[config.mk]
export PLATFORM = sky130hd
export DESIGN_NAME = power_seq_flat
export DESIGN_NICKNAME = d
export VERILOG_FILES = /design/src/rtl/power_seq_if.sv /design/src/rtl/power_seq.sv /design/src/flat_wrapper.sv
export SDC_FILE = /design/constraint.sdc
export NUM_CORES = 1
export LEC_CHECK = 0
export CORE_UTILIZATION = 60
export CTS_CLUSTER_SIZE = 12
export DETAILED_ROUTE_END_ITERATION = 10
export DONT_BUFFER_PORTS = 1
export PLACE_DENSITY = 0.76
export SLEW_MARGIN = 20
export SYNTH_ARGS = -nofsm -noshare
export SYNTH_HDL_FRONTEND = slang
export SYNTH_SLANG_ARGS = --single-unit
[constraint.sdc]
create_clock -name clk -period 5.25 [get_ports clk]
set_input_delay 0.7875 -clock clk [delete_from_list [all_inputs] [get_ports clk]]
set_output_delay 0.7875 -clock clk [all_outputs]
set_load 0.05 [all_outputs]
[src/rtl/power_seq_if.sv]
// Signal bundle between the power sequencer and the rails it controls.
// The sequencer uses the master modport; the rail/supply side uses the slave modport.
interface power_seq_if #(
    parameter int N_CH = 4
);
    logic                    power_good;
    logic [N_CH-1:0]         ch_good;
    logic                    fault_clr;
    logic [N_CH-1:0]         enable;
    logic                    seq_done;
    logic                    fault;
    logic [$clog2(N_CH)-1:0] fault_ch;

    modport master (
        input  power_good, ch_good, fault_clr,
        output enable, seq_done, fault, fault_ch
    );

    modport slave (
        output power_good, ch_good, fault_clr,
        input  enable, seq_done, fault, fault_ch
    );
endinterface

[src/rtl/power_seq.sv]
// Power rail sequencer: qualifies the main supply, ramps N_CH rails in order with a per-rail
// timeout and supervises them while on. Define POWER_SEQ_DOWN_SEQ_EN for ordered rail shutdown.
module power_seq #(
    parameter int N_CH           = 4,
    parameter int GOOD_CYCLES    = 30,
    parameter int STEP_CYCLES    = 10,
    parameter int TIMEOUT_CYCLES = 50
) (
    input  logic        clk,
    input  logic        resetb,
    power_seq_if.master bus
);
    localparam int MAX_GS  = (GOOD_CYCLES > STEP_CYCLES) ? GOOD_CYCLES : STEP_CYCLES;
    localparam int MAX_ALL = (MAX_GS > TIMEOUT_CYCLES) ? MAX_GS : TIMEOUT_CYCLES;
    localparam int CNT_W   = $clog2(MAX_ALL + 1);
    localparam int IDX_W   = $clog2(N_CH);

    // The IDLE->QUAL edge already counts as the first good sample, hence GOOD_CYCLES-2.
    localparam logic [CNT_W-1:0] QUAL_LAST = CNT_W'((GOOD_CYCLES > 1) ? GOOD_CYCLES - 2 : 0);
    localparam logic [CNT_W-1:0] STEP_LAST = CNT_W'((STEP_CYCLES > 0) ? STEP_CYCLES - 1 : 0);
    localparam logic [CNT_W-1:0] TMO_LAST  = CNT_W'((TIMEOUT_CYCLES > 0) ? TIMEOUT_CYCLES - 1 : 0);
    localparam logic [IDX_W-1:0] LAST_CH   = IDX_W'(N_CH - 1);

    typedef enum logic [2:0] {
        IDLE  = 3'd0,
        QUAL  = 3'd1,
        RAMP  = 3'd2,
        ON    = 3'd3,
        DOWN  = 3'd4,
        FAULT = 3'd5
    } state_t;

    state_t            state_q, state_d;
    logic [CNT_W-1:0]  cnt_q, cnt_d;
    logic [IDX_W-1:0]  k_q, k_d;
    logic              settled_q, settled_d;
    logic [N_CH-1:0]   enable_q, enable_d;
    logic              seq_done_q, seq_done_d;
    logic              fault_q, fault_d;
    logic [IDX_W-1:0]  fault_ch_q, fault_ch_d;
    logic              start_ramp;
    logic              trip;
    logic [IDX_W-1:0]  trip_ch;
    logic [N_CH-1:0]   bad;

    function automatic logic [CNT_W-1:0] sat_inc(input logic [CNT_W-1:0] c);
        return (c == '1) ? c : c + 1'b1;
    endfunction

    // Rails whose good has been confirmed: every rail below k, plus k once it has reported good.
    function automatic logic [N_CH-1:0] good_mask(input logic [IDX_W-1:0] k, input logic settled);
        logic [N_CH-1:0] m;
        for (int i = 0; i < N_CH; i++)
            m[i] = (IDX_W'(i) < k) || ((IDX_W'(i) == k) && settled);
        return m;
    endfunction

    function automatic logic [IDX_W-1:0] lowest_set(input logic [N_CH-1:0] v);
        logic [IDX_W-1:0] idx;
        idx = '0;
        for (int i = N_CH - 1; i >= 0; i--)
            if (v[i]) idx = IDX_W'(i);
        return idx;
    endfunction

`ifdef POWER_SEQ_DOWN_SEQ_EN
    function automatic logic [N_CH-1:0] clear_highest(input logic [N_CH-1:0] v);
        logic [N_CH-1:0] r;
        r = v;
        for (int i = 0; i < N_CH; i++)
            if (v[i]) begin
                r    = v;
                r[i] = 1'b0;
            end
        return r;
    endfunction
`endif

    always_comb begin
        state_d    = state_q;
        cnt_d      = cnt_q;
        k_d        = k_q;
        settled_d  = settled_q;
        enable_d   = enable_q;
        seq_done_d = seq_done_q;
        fault_d    = fault_q;
        fault_ch_d = fault_ch_q;
        start_ramp = 1'b0;
        trip       = 1'b0;
        trip_ch    = '0;
        bad        = enable_q & good_mask(k_q, settled_q) & ~bus.ch_good;

        case (state_q)
            IDLE: begin
                if (bus.power_good) begin
                    if (GOOD_CYCLES > 1) begin
                        state_d = QUAL;
                        cnt_d   = '0;
                    end else begin
                        start_ramp = 1'b1;
                    end
                end
            end
            QUAL: begin
                if (!bus.power_good) begin
                    state_d = IDLE;
                    cnt_d   = '0;
                end else if (cnt_q == QUAL_LAST) begin
                    start_ramp = 1'b1;
                end else begin
                    cnt_d = sat_inc(cnt_q);
                end
            end
            RAMP, ON: begin
                // Supply loss wins over any rail fault seen on the same edge.
                if (!bus.power_good) begin
                    state_d    = DOWN;
                    cnt_d      = '0;
                    seq_done_d = 1'b0;
`ifdef POWER_SEQ_DOWN_SEQ_EN
                    enable_d   = clear_highest(enable_q);
`else
                    enable_d   = '0;
`endif
                end else if (|bad) begin
                    trip    = 1'b1;
                    trip_ch = lowest_set(bad);
                end else if (state_q == RAMP) begin
                    if (!settled_q) begin
                        if (bus.ch_good[k_q]) begin
                            cnt_d     = '0;
                            settled_d = 1'b1;
                            if (k_q == LAST_CH) begin
                                state_d    = ON;
                                seq_done_d = 1'b1;
                            end
                        end else if (cnt_q == TMO_LAST) begin
                            trip    = 1'b1;
                            trip_ch = k_q;
                        end else begin
                            cnt_d = sat_inc(cnt_q);
                        end
                    end else if (cnt_q == STEP_LAST) begin
                        k_d                   = k_q + 1'b1;
                        enable_d[k_q + 1'b1]  = 1'b1;
                        settled_d             = 1'b0;
                        cnt_d                 = '0;
                    end else begin
                        cnt_d = sat_inc(cnt_q);
                    end
                end
            end
            DOWN: begin
`ifdef POWER_SEQ_DOWN_SEQ_EN
                if (enable_q == '0) begin
                    state_d = IDLE;
                    cnt_d   = '0;
                end else if (cnt_q == STEP_LAST) begin
                    enable_d = clear_highest(enable_q);
                    cnt_d    = '0;
                end else begin
                    cnt_d = sat_inc(cnt_q);
                end
`else
                state_d  = IDLE;
                cnt_d    = '0;
                enable_d = '0;
`endif
            end
            FAULT: begin
                if (bus.fault_clr && !bus.power_good) begin
                    state_d = IDLE;
                    cnt_d   = '0;
                    fault_d = 1'b0;
                end
            end
            default: begin
                state_d    = IDLE;
                cnt_d      = '0;
                enable_d   = '0;
                seq_done_d = 1'b0;
            end
        endcase

        if (start_ramp) begin
            state_d     = RAMP;
            cnt_d       = '0;
            k_d         = '0;
            settled_d   = 1'b0;
            enable_d[0] = 1'b1;
        end

        if (trip) begin
            state_d    = FAULT;
            cnt_d      = '0;
            enable_d   = '0;
            seq_done_d = 1'b0;
            fault_d    = 1'b1;
            fault_ch_d = trip_ch;
        end
    end

    always_ff @(posedge clk) begin
        if (resetb) begin
            state_q    <= IDLE;
            cnt_q      <= '0;
            k_q        <= '0;
            settled_q  <= 1'b0;
            enable_q   <= '0;
            seq_done_q <= 1'b0;
            fault_q    <= 1'b0;
            fault_ch_q <= '0;
        end else begin
            state_q    <= state_d;
            cnt_q      <= cnt_d;
            k_q        <= k_d;
            settled_q  <= settled_d;
            enable_q   <= enable_d;
            seq_done_q <= seq_done_d;
            fault_q    <= fault_d;
            fault_ch_q <= fault_ch_d;
        end
    end

    assign bus.enable   = enable_q;
    assign bus.seq_done = seq_done_q;
    assign bus.fault    = fault_q;
    assign bus.fault_ch = fault_ch_q;
endmodule

[src/flat_wrapper.sv]
// flat-port wrapper written by rule: the top's interface ports become plain ports
module power_seq_flat 
#(
    parameter int N_CH           = 4,
    parameter int GOOD_CYCLES    = 30,
    parameter int STEP_CYCLES    = 10,
    parameter int TIMEOUT_CYCLES = 50
)
  (clk, resetb, bus_power_good, bus_ch_good, bus_fault_clr, bus_enable, bus_seq_done, bus_fault, bus_fault_ch);
  power_seq_if #(.N_CH(N_CH)) bus_i ();
  input  logic clk;
  input  logic resetb;
  input wire logic [$bits(bus_i.power_good)-1:0] bus_power_good;
  input wire logic [$bits(bus_i.ch_good)-1:0] bus_ch_good;
  input wire logic [$bits(bus_i.fault_clr)-1:0] bus_fault_clr;
  output wire logic [$bits(bus_i.enable)-1:0] bus_enable;
  output wire logic [$bits(bus_i.seq_done)-1:0] bus_seq_done;
  output wire logic [$bits(bus_i.fault)-1:0] bus_fault;
  output wire logic [$bits(bus_i.fault_ch)-1:0] bus_fault_ch;
  assign bus_i.power_good = bus_power_good;
  assign bus_i.ch_good = bus_ch_good;
  assign bus_i.fault_clr = bus_fault_clr;
  assign bus_enable = bus_i.enable;
  assign bus_seq_done = bus_i.seq_done;
  assign bus_fault = bus_i.fault;
  assign bus_fault_ch = bus_i.fault_ch;
  power_seq #(.N_CH(N_CH), .GOOD_CYCLES(GOOD_CYCLES), .STEP_CYCLES(STEP_CYCLES), .TIMEOUT_CYCLES(TIMEOUT_CYCLES)) u_core (.clk(clk), .resetb(resetb), .bus(bus_i));
endmodule
* Yosys cells after proc, flatten, opt, wreduce, memory -nomap -nowiden
Cells that the tools add are included.
** Word-level totals
- Bits in registers :: 20
- Output and inout bits :: 8
** Cells by class
- $add $sub $neg :: 2
- $lt $le $gt $ge :: 7
- Eq/ne operators :: 43
- Mux-type cells :: 70
- Bitwise logic cells :: 7
- Reductions and logical operators :: 31
** Operators with widths (number)
- 6-bit 2-to-1 mux :: 12
- 3-bit 2-to-1 mux :: 11
- 4-bit by 2-bit inequality test with 1-bit output (second input constant) :: 7
- 1-bit 2-to-1 mux :: 25
- 6-bit case mux with 4 select lines :: 1
- 2-bit 2-to-1 mux :: 11
- 3-bit by 2-bit inequality test with 1-bit output (second input constant) :: 7
- 4-bit 2-to-1 mux :: 5
- 6-bit AND reduction :: 3
- 8-bit AND reduction :: 2
- 5-bit by 2-bit inequality test with 1-bit output (second input constant) :: 3
- 6-bit equality test (second input constant) :: 2
- 3-bit case mux with 4 select lines :: 1
- 5-bit by 3-bit inequality test with 1-bit output (second input constant) :: 2
- 5-bit AND reduction :: 2
- 3-bit inequality test (second input constant) :: 3
- 4-bit AND :: 2
- 4-bit case mux with 2 select lines :: 1
- 4-bit OR reduction :: 2
- 6-bit by 1-bit adder with 6-bit output (second input constant) :: 1
- 3-bit by 2-bit equality test with 1-bit output (second input constant) :: 2
- 3-bit equality test (second input constant) :: 2
- 6-bit by 4-bit equality test with 1-bit output (second input constant) :: 1
- 6-bit by 5-bit equality test with 1-bit output (second input constant) :: 1
- other kinds (32) :: 51

* Logic depth before layout (Yosys ltp)
- Depth after elaboration :: 13
- Mapped depth :: 8
- Gate-level depth less buffers :: 7

* Worst setup path before layout
OpenSTA, ideal clock, no wires.
- Kind :: input to register
- Start point :: input port bus_ch_good[3]
- End point :: register u_core.cnt_q[2]
- Arrival :: 2.067 ns
- Data required time :: 5.117 ns
- Setup slack :: 3.050 ns
- Stages on the path :: 6
- Cells stage by stage :: mux4_2 > nor4_4 > o31ai_2 > buf_2 > nand2_1 > a211oi_1
** On the way
- Longest elaborated chain between the ends :: 9
- Elaborated cells between the ends (all ways) :: 21
- Classes of those cells :: 2 x eq/ne; 14 x mux; 2 x bitwise; 3 x reduce/logical
** RTL lines
- start, declared :: RTL line flat_wrapper.sv:14 : input wire logic [$bits(bus_i.ch_good)-1:0] bus_ch_good;
- 1-bit binary-select mux with 2-bit select :: RTL line power_seq.sv:130 : if (bus.ch_good[k_q]) begin
- 1-bit 2-to-1 mux (implied by the code) :: RTL line power_seq.sv:130
- 1-bit 2-to-1 mux :: RTL line power_seq.sv:130
- 1-bit 2-to-1 mux :: RTL line power_seq.sv:129 : if (!settled_q) begin
- 1-bit 2-to-1 mux :: RTL line power_seq.sv:128 : end else if (state_q == RAMP) begin
- 1-bit 2-to-1 mux :: RTL line power_seq.sv:125 : end else if (|bad) begin
- 1-bit 2-to-1 mux :: RTL line power_seq.sv:116 : if (!bus.power_good) begin
- 1-bit 2-to-1 mux :: RTL line power_seq.sv:93 : case (state_q)
- 3-bit OR reduction (no line)
- end signal, assigned :: RTL line power_seq.sv:215 : cnt_q <= cnt_d;
- end, declared :: RTL line power_seq.sv:34 : logic [CNT_W-1:0] cnt_q, cnt_d;
Parallel ways exist; a longest one is shown, timed or not. The select of a mux whose other input is x is not followed.
A chain may end at the register's enable or synchronous reset.

* Worst setup path in the final report
- Start point :: register u_core.k_q[1]
- End point :: register u_core.cnt_q[3]
** On the way
- Longest elaborated chain between the ends :: 10
- Elaborated cells between the ends (all ways) :: 37
- Classes of those cells :: 4 x order compare; 5 x eq/ne; 14 x mux; 2 x bitwise; 12 x reduce/logical
** RTL lines
- start, declared :: RTL line power_seq.sv:35 : logic [IDX_W-1:0] k_q, k_d;
- start signal, assigned :: RTL line power_seq.sv:216 : k_q <= k_d;
- 1-bit by 2-bit equality test with 1-bit output (tied with other cells) :: RTL line power_seq.sv:54 : m[i] = (IDX_W'(i) < k) || ((IDX_W'(i) == k) && settled);
- 1-bit logical AND :: RTL line power_seq.sv:54
- 1-bit logical OR :: RTL line power_seq.sv:54
- 4-bit AND (2 in series) :: RTL line power_seq.sv:91 : bad = enable_q & good_mask(k_q, settled_q) & ~bus.ch_good;
- 4-bit OR reduction :: RTL line power_seq.sv:125
- 1-bit 2-to-1 mux :: RTL line power_seq.sv:125
- 1-bit 2-to-1 mux :: RTL line power_seq.sv:116
- 1-bit 2-to-1 mux :: RTL line power_seq.sv:93
- 3-bit OR reduction (no line)
Parallel ways exist; a longest one is shown, timed or not. The select of a mux whose other input is x is not followed.

==> impl_metrics.json <==
{
  "holdBufCountCts": 0,
  "drc_errors": 0,
  "slowest_delay_ns": 0.84,
  "max_cap_violations": 0,
  "crit_chain": "inv_1, ha_1, a21o_1, a22o_4, o31ai_2, nand2_1, a211oi_1",
  "yosys.area_share.simple_pct": 27.12,
  "maxSlewViolCount": 0,
  "final_cell_area_um2": 1489,
  "setup_slack_ns": 2.463,
  "vias": 1340,
  "drt_iter0_drc": 61,
  "met1_length_um": 1589,
  "drive_above_1_share_pct": 10.00,
  "syn_to_final_growth_pct": 2.763,
  "grt_setup_unrepaired": "false",
  "final_cell_mix": "a21oi_1 (20), dfxtp_1 (20), nand2_1 (15)",
  "post_synth_num_cell_types": 54,
  "outcome": "finished, final reports clean",
  "top_layer": "met4",
  "grt_start_max_net_pins": 14,
  "cts_max_level": 1,
  "cts_resized": 0,
  "clock_latency_ns": 0.30,
  "start_kind": "register",
  "p_leak_uw": 0.0004900,
  "clock_sinks": 20,
  "worstHoldPathType": "in2reg",
  "finalHoldViolations": 0,
  "place_ws_ns": 2.521,
  "syn_area_um2": 1449,
  "dr.pass1.iters": 5,
  "crit-reg2reg-capture": "u_core.cnt_q[3]",
  "viasPerCell": 6.768,
  "synth_compound_area_share_pct": 29.88,
  "post-cts-setup-buffer-count": 0,
  "cts_tree": "done",
  "start_util_pct": 64.26,
  "postSynthAreaPerCell_um2": 8.424,
  "io_pins": 16,
  "finalSetupTns_ns": 0,
  "met3_length_um": 201,
  "tightest_slew_ns": 0.9719,
  "synthXorXnorAreaFrac_pct": 0.6045,
  "ys_seq_area_share_pct": 27.63,
  "wl_um": 3223,
  "critPathArrivalTime_ns": 3.01,
  "max-vdd-ir-drop_v": 0.0001587,
  "synth_area_leaders": "dfxtp_1 (28%), ha_1 (7.8%), a21oi_1 (6.9%), nand2_1 (3.9%), nand3_1 (3.5%)",
  "skew_ns": 0.003101,
  "crit_path_max_fanout": 12,
  "slowest_stage": "o31ai_2",
  "yosys_warnings": 0,
  "critPathTopFamily": "compound AO/OA/AOI/OAI gates",
  "rows": 17,
  "synth_top_family_by_area": "compound AO/OA/AOI/OAI gates",
  "synth_top_area_share_pct": 27.63,
  "period_minus_slack_ns": 2.787,
  "min_from": "resetb",
  "synth_edf_count": 0,
  "rrSetupSlack_ns": 2.46,
  "crit_path_end_kind": "register",
  "relSlewSlack_pct": 34.81,
  "grt_overflow_total": 0,
  "critPathKind": "reg2reg",
  "crit_required_ns": 5.47,
  "cts_made_buffers": 3,
  "final_util_pct": 66.04,
  "port_buffers": 0,
  "die_h_um": 51.14,
  "postSynthCellCount": 172,
  "placed_cell_area_um2": 1453,
  "p_per_area_nw_per_um2": 174.6,
  "period_share_pct": 53.09,
  "grt_pass1_wl_um": 5326,
  "synth_mux_area_share_pct": 2.245,
  "core-area_um2": 2255,
  "dieWidth_um": 51.14,
  "wl_met2_um": 1397,
  "diodes": 0,
  "design.die.area_um2": 2615,
  "min_path_cells": 1,
  "antenna_found_initial": 0,
  "dp_hpwl_um": 2446,
  "synth_seq_cells": 20,
  "postSynth.asyncResetShare_pct": 0,
  "final_antenna_net_count": 0,
  "grt_pass1_vias": 1187,
  "synthAdderAreaFrac_pct": 7.772,
  "wl_per_cell_um": 16.28,
  "grtUsageTotal_pct": 26.72,
  "min_to": "u_core.state_q[2]",
  "cts-root-buf": "clkbuf_4",
  "synth_top_area_cell": "dfxtp_1",
  "layout.nets": 188,
  "syn_nets": 189,
  "cts_buffer_depth": 2,
  "synthFlopType": "dfxtp_1",
  "r2r_start": "u_core.k_q[1]",
  "clkTransAtPathRegs_ns": 0.11,
  "finalPower_uw": 260.0,
  "setup_viol_count_final": 0,
  "fmax_mhz": 358.8,
  "reg2reg_depth": 7,
  "path_buf_inv": 1,
  "gp_congestion": 0.8587
}
report_power, final:
part	switching (µW)	total [µW]	leakage (µW)	internal [µW]
Combinational	11.0	16.7	0.000308	5.76
Clock	47.1	89.4	0.0000210	42.3
Sequential	1.50	154	0.000161	152
Total	59.6	260	0.000490	200
worst max-delay path by stage:
stage | slack [ns] | start | endpoint | cells after the start
floorplan | 3.05 | bus_ch_good[3] | u_core.cnt_q[2] | 6
global placement | 2.68 | u_core.k_q[1] | u_core.cnt_q[5] | 7
detailed placement | 2.52 | u_core.k_q[1] | u_core.cnt_q[5] | 7
CTS | 2.52 | u_core.k_q[1] | u_core.cnt_q[3] | 7
global route | 2.32 | u_core.k_q[0] | u_core.cnt_q[5] | 7
finish | 2.46 | u_core.k_q[1] | u_core.cnt_q[3] | 7
cells in the mapped netlist, drive strengths merged, types with 3 or more instances:
library cell	n
nand3	10
inv	10
o41ai	3
clkbuf	3
a21oi	20
and2	7
nand2	16
a31oi	6
nor3	4
nor2	5
dfxtp	20
ha	9
o21ai	4
nand4	4
a211oi	4
a211o	3
nand2b	4
nor2b	4
per-stage QoR:
stage / hold WS, ns / instances
3_3_place_gp: 0.5527 / 194
4_1_cts: 0.5405 / 198
5_1_grt: 0.5212 / 198
6_report: 0.5387 / 198
2_1_floorplan: 0.5216 / 172
3_5_place_dp: 0.5706 / 194
layer usage:
layer	GRT usage [%]	vias to the layer above
met2	39.25	56
li1	-	653
met4	9.259	0
met3	2.976	4
met1	39.67	627
met5	0	-
layout make-up:
type,instances,area (µm²)
fill,202,765.7
inverter,10,37.54
multi-input combinational,136,979.7
tap,28,35.03
sequential,20,400.4
clock buffer,4,36.28
registers in the layout (all words and copies together) (netlist names):
| signal | cells |
|---|---|
| u_core.settled_q | 1 |
| u_core.cnt_q | 6 |
| u_core.bus.seq_done | 1 |
| u_core.k_q | 2 |
| u_core.bus.enable | 4 |
| u_core.bus.fault | 1 |
| u_core.bus.fault_ch | 2 |
| u_core.state_q | 3 |
cell families (layout without fill, tap and decap cells):
group | after synthesis | after routing
and+or+nand+nor | 67 | 67
DFF | 20 | 20
xor gates and xnor gates | 1 | 1
AOI/OAI and AO/OA | 57 | 57
buffers and inverters | 16 | 14
muxes | 2 | 2
adders and majority gates | 9 | 9
(Power assumes the default switching activity.)
==> edit 1 (config.mk and constraints unchanged) <==
`TIMEOUT_CYCLES` is set to 50 in 2 places; all go to 100.
--- a/src/rtl/power_seq.sv
+++ b/src/rtl/power_seq.sv
@@ -4,7 +4,7 @@
     parameter int N_CH           = 4,
     parameter int GOOD_CYCLES    = 30,
     parameter int STEP_CYCLES    = 10,
-    parameter int TIMEOUT_CYCLES = 50
+    parameter int TIMEOUT_CYCLES = 100
 ) (
     input  logic        clk,
     input  logic        resetb,
--- a/src/flat_wrapper.sv
+++ b/src/flat_wrapper.sv
@@ -4,7 +4,7 @@
     parameter int N_CH           = 4,
     parameter int GOOD_CYCLES    = 30,
     parameter int STEP_CYCLES    = 10,
-    parameter int TIMEOUT_CYCLES = 50
+    parameter int TIMEOUT_CYCLES = 100
 )
   (clk, resetb, bus_power_good, bus_ch_good, bus_fault_clr, bus_enable, bus_seq_done, bus_fault, bus_fault_ch);
   power_seq_if #(.N_CH(N_CH)) bus_i ();
Function: same outputs for any inputs over 10 cycles, from zero or initial values and one cycle with resetb high; that may be too few to reach the edited logic, so the function may still have changed.
==> edit 1 against the original RTL <==
  * Critical path depth did not move
  * Design area fell by 3.4%
  * Combinational power is 5% higher
  * Sequential cell count grew 1
  * Hold slack lost 0.0071 ns
  * Area after synthesis decreased by 3.6%
  * Worst setup slack better by 0.13 ns
  * Clock power fell by 13%
  * Routed wire length up 1.7%
  * Total power down 1.3%
  * Largest power group unchanged
==> edit 1: results (changes against the original RTL) <==
| Metric | Value |
|---|---|
| Iteration-0 DRC Markers | 75 (+23%) |
| Final wirelength | 3280 µm (+1.7%) |
| Worst Hold End | u_core.bus.fault$_SDFFE_PP0P_ |
| Sequential cell area fraction in the yosys report | 30.1% (+2.5 points) |
| R2R Setup Slk | 2.59 ns (+0.13 ns) |
| Worst path slowest cell | o31ai_1 |
| Min Hold Slack | 0.532 ns (-0.00715 ns) |
| Least-Margin Pin Slew | 0.764 ns (-0.208 ns) |
| DP Wirelength | 2500 µm (+2.3%) |
| Flip-flop count of the largest register after layout | 7 (+1) |
| Post-synth cell types | 49 (-9.3%) |
| Syn_area_per_cell | 8.26 µm² (-1.9%) |
| Number of global-route vias before repair | 1264 (+6.5%) |
| Avg WL per Cell | 16.7 µm (+2.8%) |
| Clock Skew | 0.00664 ns (+0.00354 ns) |
| Share of cells above drive strength 1 | 9.52% (-0.48 points) |
| Critical Path Max Stage Delay | 0.73 ns (-0.11 ns) |
| Top reg by flops | u_core.cnt_q |
| Leakage | 0.474 nW (-3.3%) |
| Top cells by area, synth | dfxtp_1 30%, ha_1 8.1%, a21oi_1 5.7% |
| Reg2reg end | u_core.cnt_q[5]$_SDFFE_PP0P_ |
| Top post-synthesis cells by count | 21 x dfxtp_1, 16 x a21oi_1, 12 x nor2_1 |
| Peak supply drop | 127 µV (-20%) |
| DP Worst Slack | 2.53 ns (+0.0114 ns) |
| Largest net degree at the start of global routing | 12 (-2) |
| Status | finished clean |
| Fillers | 205 (+1.5%) |
| CP Max Fanout | 9 (-3) |
| Via density per instance | 6.74 (-0.41%) |
| Final nets | 186 (-1.1%) |
==> edit 1: cell type report <==
| cell class | instances | share of cell area, % |
|---|---|---|
| clock buffer | 4 | 1.83 |
| inverter | 7 | 1.83 |
| multi-input combinational | 136 | 64.7 |
| tap | 28 | 2.44 |
| sequential | 21 | 29.2 |
==> edit 1: cells by family after synthesis <==
logic type	share of synthesized area (%)
AOI/OAI and AO/OA	24.8
xor gates and xnor gates	0.627
adders and majority gates	8.06
buffers and inverters	3.32
DFF	30.1
muxes	3.05
and+or+nand+nor	30.0
==> edit 1: per-stage QoR <==
stage | instance area (µm²) | utilization (%)
floorplan | 1400 | -
global placement | 1410 | 63.8
detailed placement | 1410 | 63.8
CTS | 1440 | 65.0
global route | 1440 | 65.0
finish | 1440 | 65.0
==> edit 1: worst max path at each step <==
stage	end
after floorplan	u_core.cnt_q[4]$_SDFFE_PP0P_
after global routing	u_core.cnt_q[3]$_SDFFE_PP0P_
after global placement	u_core.cnt_q[4]$_SDFFE_PP0P_
after detailed placement	u_core.cnt_q[4]$_SDFFE_PP0P_
final	u_core.cnt_q[5]$_SDFFE_PP0P_
after CTS	u_core.cnt_q[3]$_SDFFE_PP0P_
==> edit 1: worst max-delay path: cells and delay by family, from the launching register on <==
family | cells | cell delay (ns)
buffers and inverters | 1 | 0.14
flip-flops | 1 | 0.53
adder cells (fa/ha/maj) | 1 | 0.20
AO/OA/AOI/OAI | 5 | 1.70
==> edit 1: power breakdown <==
group | total (W) | switching (W) | internal [W] | leakage [nW]
logic | 0.0000175 | 0.0000105 | 0.00000698 | 0.290
registers | 0.000161 | 0.000000948 | 0.000160 | 0.169
clock network | 0.0000781 | 0.0000485 | 0.0000296 | 0.0150
==> edit 1: routing by layer <==
| layer | vias up | global-route usage [%] | part of all wire, % |
|---|---|---|---|
| met5 | - | 0 | 0 |
| met4 | 0 | 12.9 | 2.4 |
| met3 | 10 | 5.15 | 5.3 |
| met2 | 42 | 47.8 | 48 |
| met1 | 631 | 33.8 | 44 |
| li1 | 638 | - | - |
==> edit 2 (same settings) <==
Without the edit above. Re-encode `state_t` (6 states) as one-hot, 6 bits wide.
--- a/src/rtl/power_seq.sv
+++ b/src/rtl/power_seq.sv
@@ -21,13 +21,13 @@
     localparam logic [CNT_W-1:0] TMO_LAST  = CNT_W'((TIMEOUT_CYCLES > 0) ? TIMEOUT_CYCLES - 1 : 0);
     localparam logic [IDX_W-1:0] LAST_CH   = IDX_W'(N_CH - 1);
 
-    typedef enum logic [2:0] {
-        IDLE  = 3'd0,
-        QUAL  = 3'd1,
-        RAMP  = 3'd2,
-        ON    = 3'd3,
-        DOWN  = 3'd4,
-        FAULT = 3'd5
+    typedef enum logic [5:0] {
+        IDLE  = 6'b000001,
+        QUAL  = 6'b000010,
+        RAMP  = 6'b000100,
+        ON    = 6'b001000,
+        DOWN  = 6'b010000,
+        FAULT = 6'b100000
     } state_t;
 
     state_t            state_q, state_d;
Check against the original RTL: same outputs for any inputs over 10 cycles, from zero or initial values and one cycle with resetb high; not proved beyond that.
==> edit 2 against the original RTL <==
  * Routed wire length increased by 3.3%
  * Sequential cell count increased by 3
  * Global-route usage increased by 0.88 points
  * Design area increased by 5.5%
  * Die area increased by 6.9%
  * Critical path depth unchanged
  * Sequential share of layout area increased by 2.4 points
  * Core utilization decreased by 2.0 points
  * Worst setup slack improved by 0.22 ns
  * Area after synthesis increased by 7.2%
Power is not compared: it rests on default switching activity, and its combinational part moved more than twofold at a synthesized area within 25%.
==> edit 2: results (changes against the original RTL) <==
| Metric | Value |
|---|---|
| Metal1 wirelength | 1520 µm (-4.1%) |
| Clock Skew | 0.00425 ns (+0.00115 ns) |
| Number of detailed-route iterations in the first pass | 4 (-1) |
| Synth Net Count | 193 (+2.1%) |
| Top cells by area, synth | dfxtp_1 30%, ha_1 7.3%, a21oi_1 5.2% |
| Share of cells above drive strength 1 | 13.1% (+3.1 points) |
| Iteration-0 DRC Markers | 41 (-33%) |
| Seq area share | 29.3% (+2.4 points) |
| Met3 wire length | 105 µm (-48%) |
| Slew HR | 32.2% (-2.6 points) |
| Post-CTS Setup Inserts | 0 (unchanged) |
| Skew-Pair Late Insertion Delay | 0.32 ns (+0.02 ns) |
| Non-clk invs | 7 (-3) |
| DP Wirelength | 2620 µm (+7.1%) |
| Top post-synthesis cells by count | 23 x dfxtp_1, 21 x nor2_1, 16 x a21oi_1 |
| Fraction of area in multi-input gates | 64.9% (-0.91 points) |
| Port bufs | 0 (unchanged) |
| Met2 global-route usage | 45.8% (+6.5 points) |
| CP Max Fanout | 6 (-6) |
| Post-synth cell types | 55 (+1.9%) |
| Status | finished clean |
| Worst EP arrival | 2.82 ns (-0.19 ns) |
| First-pass GRT wire length | 5620 µm (+5.6%) |
| DP Worst Slack | 2.74 ns (+0.221 ns) |
| Fillers | 225 (+11%) |
| Layout clock area frac | 1.75% (-0.69 points) |
| Yosys reg bits | 23 (+15%) |
| Multi-input comb cells | 141 (+3.7%) |
| Clock transition at path regs | 0.14 ns (+0.03 ns) |
| Gr usage total | 27.6% (+0.88 points) |
| Via count | 1327 (-0.97%) |
| Met2 WL | 1660 µm (+18%) |
| CTS H-tree lvls | 1 (unchanged) |
| Final GP Congestion | 0.882 (+2.7%) |
| Final wirelength | 3330 µm (+3.3%) |
| Clk power | 0.0000860 W |
| Global Route met1 Usage | 35.4% (-4.3 points) |
| Sequential cell area fraction in the yosys report | 29.7% (+2.0 points) |
| Grt met3 use | 4.31% (+1.3 points) |
edit 2: cell types whose count changed after synthesis, moves of 4 or more:
cell / delta
nor2_1: +16
nand2_1: -8
a31oi_1: -5
and2_1: -5
a21oi_1: -4
edit 2: path summary, 6_finish.rpt:
path / from / end / slack, ns
hold / removal: resetb / u_core.bus.fault$_SDFFE_PP0P_ / 0.51
hold reg to reg: u_core.cnt_q[4]$_SDFFE_PP0P_ / u_core.cnt_q[4]$_SDFFE_PP0P_ / 0.56
setup reg to reg: u_core.cnt_q[0]$_SDFFE_PP0P_ / u_core.bus.enable[1]$_SDFFE_PP0P_ / 2.69
setup / recovery: u_core.cnt_q[0]$_SDFFE_PP0P_ / u_core.bus.enable[1]$_SDFFE_PP0P_ / 2.69
edit 2: kinds of logic (layout without fill, tap and decap cells):
logic type | count (synthesis) | after routing | share of synthesized area [%]
simple gates | 81 | 81 | 30.9
compound gates | 42 | 42 | 21.3
flops | 23 | 23 | 29.7
buf+inv | 12 | 11 | 4.67
fa+ha+maj | 9 | 9 | 7.25
mux | 5 | 5 | 4.03
xor+xnor | 4 | 4 | 2.26
edit 2: worst max-delay path, stage by stage, from the launching register on:
cell,delay [ns]
dfxtp_1,0.47
ha_1,0.19
or2b_2,0.30
nor4_1,0.83
nand3_1,0.16
a21oi_1,0.32
a21oi_1,0.11
nor2_1,0.12
edit 2: metrics by stage:
step	cells	utilization, %	total power, W	instance area (µm²)
floorplan	176	-	0.000240	1550
CTS	205	64.0	0.000334	1570
global placement	201	62.9	0.000248	1540
finish	205	64.0	0.000333	1570
global route	205	64.0	0.000349	1570
detailed placement	201	62.9	0.000250	1540
